$ cat src/rtl/c_wf_alloc_sched.sv
// Request-holding scheduler in front of a two-level wavefront allocator.
// Holds bids until granted, holds grants until consumed, and promotes starved inputs.
module c_wf_alloc_sched #(
    parameter int unsigned num_ports    = 8,
    parameter int unsigned starve_limit = 15
) (
    input  logic                                 clk_i,
    input  logic                                 reset_i,
    input  logic                                 active_i,
    input  logic [num_ports-1:0]                 req_valid_i,
    input  logic [num_ports*num_ports-1:0]       req_ports_i,
    output logic [num_ports-1:0]                 req_ready_o,
    output logic [2*num_ports*num_ports-1:0]     alloc_req_pr_o,
    input  logic [num_ports*num_ports-1:0]       alloc_gnt_i,
    output logic                                 alloc_update_o,
    output logic [num_ports-1:0]                 gnt_valid_o,
    output logic [num_ports*num_ports-1:0]       gnt_port_o,
    input  logic [num_ports-1:0]                 gnt_ready_i
);
    localparam int unsigned age_width = $clog2(starve_limit + 1);
    localparam int unsigned np2       = num_ports * num_ports;
    localparam logic [age_width-1:0] age_max = age_width'(starve_limit);

    typedef enum logic [1:0] {ST_IDLE, ST_PEND, ST_GRANTED} state_e;

    state_e                 state_q    [num_ports];
    state_e                 state_d    [num_ports];
    logic [num_ports-1:0]   req_q      [num_ports];
    logic [num_ports-1:0]   req_d      [num_ports];
    logic [num_ports-1:0]   gnt_q      [num_ports];
    logic [num_ports-1:0]   gnt_d      [num_ports];
    logic [age_width-1:0]   age_q      [num_ports];
    logic [age_width-1:0]   age_d      [num_ports];
    logic [num_ports-1:0]   masked_req [num_ports];
    logic [num_ports-1:0]   eff_gnt    [num_ports];
    logic [num_ports-1:0]   eff_any;
    logic [num_ports-1:0]   busy_out;

    // Outputs currently held by a granted input are unavailable to everyone else.
    always_comb begin
        busy_out = '0;
        for (int i = 0; i < num_ports; i++) begin
            if (state_q[i] == ST_GRANTED) busy_out = busy_out | gnt_q[i];
        end
    end

    always_comb begin
        for (int i = 0; i < num_ports; i++) begin
            masked_req[i] = (state_q[i] == ST_PEND) ? (req_q[i] & ~busy_out) : '0;
            eff_gnt[i]    = masked_req[i] & alloc_gnt_i[i*num_ports +: num_ports];
            eff_any[i]    = |eff_gnt[i];
        end
    end

    // Everything visible outside is forced quiet while reset is asserted.
    always_comb begin
        req_ready_o    = '0;
        alloc_req_pr_o = '0;
        alloc_update_o = 1'b0;
        gnt_valid_o    = '0;
        gnt_port_o     = '0;
        if (reset_i) begin
            alloc_update_o = active_i & (|eff_any);
            for (int i = 0; i < num_ports; i++) begin
                req_ready_o[i] = active_i && (state_q[i] == ST_IDLE);
                if (age_q[i] == age_max) begin
                    alloc_req_pr_o[i*num_ports +: num_ports] = masked_req[i];
                end else begin
                    alloc_req_pr_o[np2 + i*num_ports +: num_ports] = masked_req[i];
                end
                gnt_valid_o[i] = (state_q[i] == ST_GRANTED);
                gnt_port_o[i*num_ports +: num_ports] = gnt_q[i];
            end
        end
    end

    always_comb begin
        for (int i = 0; i < num_ports; i++) begin
            state_d[i] = state_q[i];
            req_d[i]   = req_q[i];
            gnt_d[i]   = gnt_q[i];
            age_d[i]   = age_q[i];
            if (active_i) begin
                unique case (state_q[i])
                    ST_IDLE: begin
                        if (req_valid_i[i] && (|req_ports_i[i*num_ports +: num_ports])) begin
                            req_d[i]   = req_ports_i[i*num_ports +: num_ports];
                            age_d[i]   = '0;
                            state_d[i] = ST_PEND;
                        end
                    end
                    ST_PEND: begin
                        if (eff_any[i]) begin
                            gnt_d[i]   = eff_gnt[i];
                            req_d[i]   = '0;
                            state_d[i] = ST_GRANTED;
                        end else if (age_q[i] != age_max) begin
                            age_d[i] = age_q[i] + age_width'(1);
                        end
                    end
                    ST_GRANTED: begin
                        if (gnt_ready_i[i]) begin
                            gnt_d[i]   = '0;
                            state_d[i] = ST_IDLE;
                        end
                    end
                    default: state_d[i] = ST_IDLE;
                endcase
            end
        end
    end

    always_ff @(posedge clk_i) begin
        for (int i = 0; i < num_ports; i++) begin
            if (!reset_i) begin
                state_q[i] <= ST_IDLE;
                req_q[i]   <= '0;
                gnt_q[i]   <= '0;
                age_q[i]   <= '0;
            end else begin
                state_q[i] <= state_d[i];
                req_q[i]   <= req_d[i];
                gnt_q[i]   <= gnt_d[i];
                age_q[i]   <= age_d[i];
            end
        end
    end

endmodule
$ cat config.mk
export PLATFORM = sky130hd
export DESIGN_NAME = c_wf_alloc_sched
export DESIGN_NICKNAME = d
export VERILOG_FILES = /design/src/rtl/c_wf_alloc_sched.sv
export SDC_FILE = /design/constraint.sdc
export NUM_CORES = 1
export LEC_CHECK = 0
export ABC_AREA = 1
export BUFFER_PORTS_ARGS = -buffer_cell sky130_fd_sc_hd__clkbuf_2
export CORE_ASPECT_RATIO = 2
export CORE_UTILIZATION = 50
export DETAILED_ROUTE_END_ITERATION = 8
export HOLD_SLACK_MARGIN = 0.08
export PLACE_DENSITY_LB_ADDON = 0.2
export REMOVE_ABC_BUFFERS = 1
export SETUP_SLACK_MARGIN = 0.1
export SYNTH_ARGS = -nofsm -noshare
export SYNTH_HDL_FRONTEND = slang
export SYNTH_SLANG_ARGS = --single-unit
$ cat constraint.sdc
create_clock -name clk_i -period 2 [get_ports clk_i]
set_clock_uncertainty 0.05 [all_clocks]
set_input_delay 0.1 -clock clk_i [delete_from_list [all_inputs] [get_ports clk_i]]
set_output_delay 0.1 -clock clk_i [all_outputs]
set_load 0.02 [all_outputs]
==> key figures, run 1 <==
Logic synthesis
  • Seq/Total Area, Yosys: 0.316
  • Netlist cell types: 28
  • Area contributors post-synth: dfxtp_1, nand2_1, nor2_1, nand3_1, a21oi_1
  • #FFs+latches synth: 176
  • YS warnings: 0
  • Post-synthesis cell count: 1854
  • Mean area per synthesized cell: 6.02 µm²
  • Share of the synthesized area in the top cell type: 0.316
  • Area leader, netlist: dfxtp_1
  • Post-Synthesis Cell Area: 0.0112 mm²

Placed design
  • Hpwl dp: 38.2 mm
  • GP Congestion: 0.997
  • Buffers added on ports: 355

Clock tree
  • Clock Path Buffers: 2
  • Clock Root Buffer: clkbuf_16
  • CTS sink cnt: 176
  • Num CTS Buffers: 17
  • H-tree levels: 4

Status
  • Status: did not finish
  • Err: [ERROR GRT-0232] Routing congestion too high. Check the congestion heatmap in the GUI.
  • Stage reached: global routing (5_1_grt)

Global routing
  • GRT overflow: 1719
  • Largest net degree at the start of global routing: 87
  • GRT Overall Usage: 0.964

Floorplanning
  • Site Rows: 77
  • Initial Util: 0.508
  • Die span in y: 213 µm
  • I/O pin cnt: 356
  • Die Wd: 108 µm

Timing
  • Worst endpoint after global-route timing repair: alloc_update_o
  • Worst ep type: primary output
==> per-stage QoR <==
step / hold slack (ns) / instances / TNS (ns) / worst slack (ns) / area (µm²)
4_1_cts: -0.0272 / 2962 / -73.47 / -0.624 / 19000
3_5_place_dp: 0.325 / 2720 / -112.82 / -0.843 / 15400
3_3_place_gp: 0.320 / 2720 / -104.80 / -0.835 / 15400
2_1_floorplan: 0.171 / 1794 / 0 / 0.0271 / 10900
==> cell families after synthesis <==
kind of cell	Yosys count	synth area share
compound gates	166	0.0756
xor+xnor	11	0.00863
fa+ha+maj	8	0.00896
buf+inv	263	0.0929
flops	176	0.316
simple gates	1230	0.498
==> metal layers <==
layer  GRT overflow  GRT usage
met2           1280       1.28
met1             18      0.851
met3              9      0.692
met4            412       1.14
met5              0      0.277
==> cells in the mapped netlist, drive strengths merged <==
master and number:
o21a 1, ha 8, nand3b 8, nand4 76
buf 15, xor2 11, nor4 8, clkbuf 45
nand3 229, dfxtp 176, or2 1, clkinv 12
inv 191, a31oi 6, nand2 488, nor3 14
a21oi 146, nor2 406, o21ai 13
==> timing repair <==
action / CTS
gates cloned: 4
endpoints found under the hold margin: 100
gates resized for setup: 318
pin swaps: 77
hold buffers: 90
buffers inserted: 121
setup endpoints to repair: 305
==> run 2: changes to the inputs <==
==> config.mk (replaced) <==
export PLATFORM = sky130hd
export DESIGN_NAME = c_wf_alloc_sched
export DESIGN_NICKNAME = d
export VERILOG_FILES = /design/src/rtl/c_wf_alloc_sched.sv
export SDC_FILE = /design/constraint.sdc
export NUM_CORES = 1
export LEC_CHECK = 0
export ABC_AREA = 1
export BUFFER_PORTS_ARGS = -buffer_cell sky130_fd_sc_hd__clkbuf_2
export CORE_UTILIZATION = 35
export DETAILED_ROUTE_END_ITERATION = 8
export PLACE_DENSITY_LB_ADDON = 0.15
export REMOVE_ABC_BUFFERS = 1
export SYNTH_ARGS = -nofsm -noshare
export SYNTH_HDL_FRONTEND = slang
export SYNTH_SLANG_ARGS = --single-unit
==> key figures, run 2 <==
Global routing
  • Via count of the first global-routing pass: 14.2k
  • GRT Overall Usage: 0.316
  • First-pass GRT wire length: 79.5 mm
  • Largest net degree at the start of global routing: 61
  • GRT overflow: 0
  • Number of antenna violations at the first check in global routing: 0

Clock tree
  • Clk_lat worst skew: 0.45 ns
  • CTS sink cnt: 176 (unchanged)
  • H-tree levels: 4 (unchanged)
  • CTS tree: built
  • Clock Root Buffer: clkbuf_16
  • Clock Path Buffers: 2 (unchanged)
  • Num CTS Buffers: 17 (unchanged)
  • CTS clk-pin slew, worst paths: 0.08 ns

Placed design
  • Buffers added on ports: 355 (unchanged)
  • Area post-placement: 0.0159 mm² (+3.0%)
  • GP Congestion: 0.964 (-3.3%)
  • Hpwl dp: 40.7 mm (+6.5%)

Routing
  • DRT Pass-1 Iters: 6
  • Initial drt markers: 1347
  • Via count: 15.5k
  • Total Wirelength: 54.4 mm
  • DR DRC count: 0
  • Vias per inst: 5.16
  • Antenna-violating nets left: 0
  • Avg WL per Cell: 18.1 µm

Logic synthesis
  • Area contributors post-synth: dfxtp_1, nand2_1, nor2_1, nand3_1, a21oi_1
  • Compound-Gate Fraction of Synth Area: 0.0756 (unchanged)
  • Area leader, netlist: dfxtp_1
  • Post-synthesis mux area share: 0 (unchanged)
  • Netlist cell types: 28 (unchanged)
  • YS warnings: 0 (unchanged)
  • #FFs+latches synth: 176 (unchanged)
  • Share of synthesized registers carrying an async set or reset: 0 (unchanged)
  • Top FF cell, synth: dfxtp_1
  • EDFF count, synth: 0 (unchanged)
  • Main combinational cell family by area after synthesis: simple AND/OR/NAND/NOR gates
  • Mean area per synthesized cell: 6.02 µm² (unchanged)
  • Seq/Total Area, Yosys: 0.316 (unchanged)
  • Post-Synthesis Cell Area: 0.0112 mm² (unchanged)
  • Synth Area in Adders: 0.00896 (unchanged)
  • Xor and xnor area share after synthesis: 0.00863 (unchanged)
  • Share of the synthesized area in the top cell type: 0.316 (unchanged)
  • Simple-gate portion of the synthesized area: 0.498 (unchanged)
  • Most frequent cells after synthesis: nand2_1, nor2_1, nand3_1
  • Top-count cell post-synth: nand2_1
  • Post-synthesis cell count: 1854 (unchanged)

Floorplanning
  • Initial Util: 0.355 (-0.154)
  • Die area: 0.0326 mm²
  • Die Wd: 181 µm (+68%)
  • I/O pin cnt: 356 (unchanged)
  • Die span in y: 181 µm (-15%)
  • Core Footprint: 0.0315 mm²
  • Site Rows: 65 (-16%)

Timing
  • Slew HR: 0.517
  • RSZ-0062 raised after global routing: yes
  • Final Hold Viols: 0
  • Setup_tns: -71.77 ns
  • Count of pins over their slew limit: 0
  • Final period util: 1.33
  • Final worst setup slack: -0.650 ns
  • Period minus WS final: 2.65 ns
  • Worst slew pin tran: 0.722 ns
  • Setup-failing EPs final: 300
  • FMAX: 377 MHz

Setup path
  • CP top delay family: simple AND/OR/NAND/NOR gates
  • Crit. path cell count: 15
  • Reg2reg path depth: 15
  • Setup Crit Path Kind: reg2out
  • Worst Path Buf+Inv: 3
  • Max FO, Critical Path: 6
  • CP peak stage delay: 0.39 ns
  • WP data required: 1.85 ns
  • Crit-path slowest cell: dfxtp_4
  • CP endpoint kind: primary output
  • Worst-path cell chain: inv_4, nor2_4, nand2_2, nand2_4, nor2_2, buf_4, nand4_1, nand2_1, nor2_4, nand2_4, nor2_4, nand2_2, nor2_2, nor2_2, clkbuf_8
  • Worst EP arrival: 2.50 ns
  • Setup crit start kind: register

Power
  • Pwr/cell area: 511 mW/mm²
  • Pwr Total: 10.2 mW
  • Worst vdd ir: 622 µV
  • Static Leakage: 9.30 nW

Run
  • Max-cap violations: 0

Layout
  • Share of layout cells above drive strength 1: 0.439
  • Layout Nets: 2747
  • Largest registers: gnt_q: 64 flops, req_q: 64 flops, age_q: 32 flops
  • Finished Cell Area: 0.0199 mm²
  • Diode count: 0
  • Layout area overhead: 78.5%
  • Most common cell after layout, fill and taps aside: buf_4
  • Area of the multi-input gates: 0.00830 mm²
  • Reg area: 0.00356 mm²
  • Leading cell types in the layout, fill and taps excluded: buf_4, nand2_1, nor2_1
  • Layout filler cell count: 2866

Hold path
  • Worst hold path type: in2reg
  • WHS Path Cells: 4

Status
  • Failing checks: setup timing
  • Status: finished, violations left
[run 2: cell counts after synthesis]
No cell type changed its count.
[run 2: kinds of logic after synthesis]
| logic type | count (synthesis) |
|---|---|
| flops | 176 |
| compound gates | 166 |
| fa+ha+maj | 8 |
| simple gates | 1230 |
| xor+xnor | 11 |
| buf+inv | 263 |
[run 2: where the power goes]
part	internal [mW]	switching, mW
clock network	1.94	1.64
logic	1.09	1.64
registers	3.71	0.167
total	6.74	3.45
[run 2: tightest hold or removal path, delay by kind of cell]
| kind | cells | cell delay (ns) |
|---|---|---|
| compound gates | 2 | 0.20 |
| simple gates | 1 | 0.10 |
| buf+inv | 1 | 0.09 |
[run 2: final cells by class]
class / count / area share
repair buffers: 778 / 0.310
clock inverters: 12 / 0.00753
inverters: 203 / 0.0393
multi-input cells: 1415 / 0.417
well taps: 402 / 0.0252
repair inverters: 1 / 0.000314
clock buffers: 19 / 0.0227
flip-flops and latches: 176 / 0.178
[run 2: timing repair]
item | CTS | global route
cloned | 0 | 2
hold buffers | 66 | 0
endpoints found under the hold margin | 66 | 0
buffers inserted | 20 | 19
setup endpoints to repair | 301 | 304
resized for setup | 383 | 453
pin swaps | 59 | 82
[run 2: worst paths after layout]
check                                     from             end  slack, ns
worst max-delay path             state_q[0][3]  alloc_update_o      -0.65
worst min-delay path            gnt_ready_i[7]   state_q[1][7]       0.04
worst max register to register   state_q[0][3]     gnt_q[0][8]      -0.39
worst min register to register    req_q[0][30]    req_q[0][30]       0.41
[run 2: metrics by stage]
step                setup slack (ns)  std cells  hold WS (ns)  utilization
finish                        -0.650       3006        0.0401        0.633
global route                  -0.709       3006        0.0678        0.633
floorplan                     0.0271       1794         0.171            -
detailed placement            -0.320       2877         0.325        0.504
CTS                           -0.581       2993        0.0174        0.588
global placement              -0.355       2877         0.325        0.504
[run 2: layer usage]
layer  wire length (µm)  global-route usage  vias up
li1                   -                   -     7454
met4               1630              0.0991        0
met2              26600               0.542      666
met5                  0                   0        -
met1              22600               0.410     7298
met3               3590              0.0396      102
(Power assumes the default switching activity.)
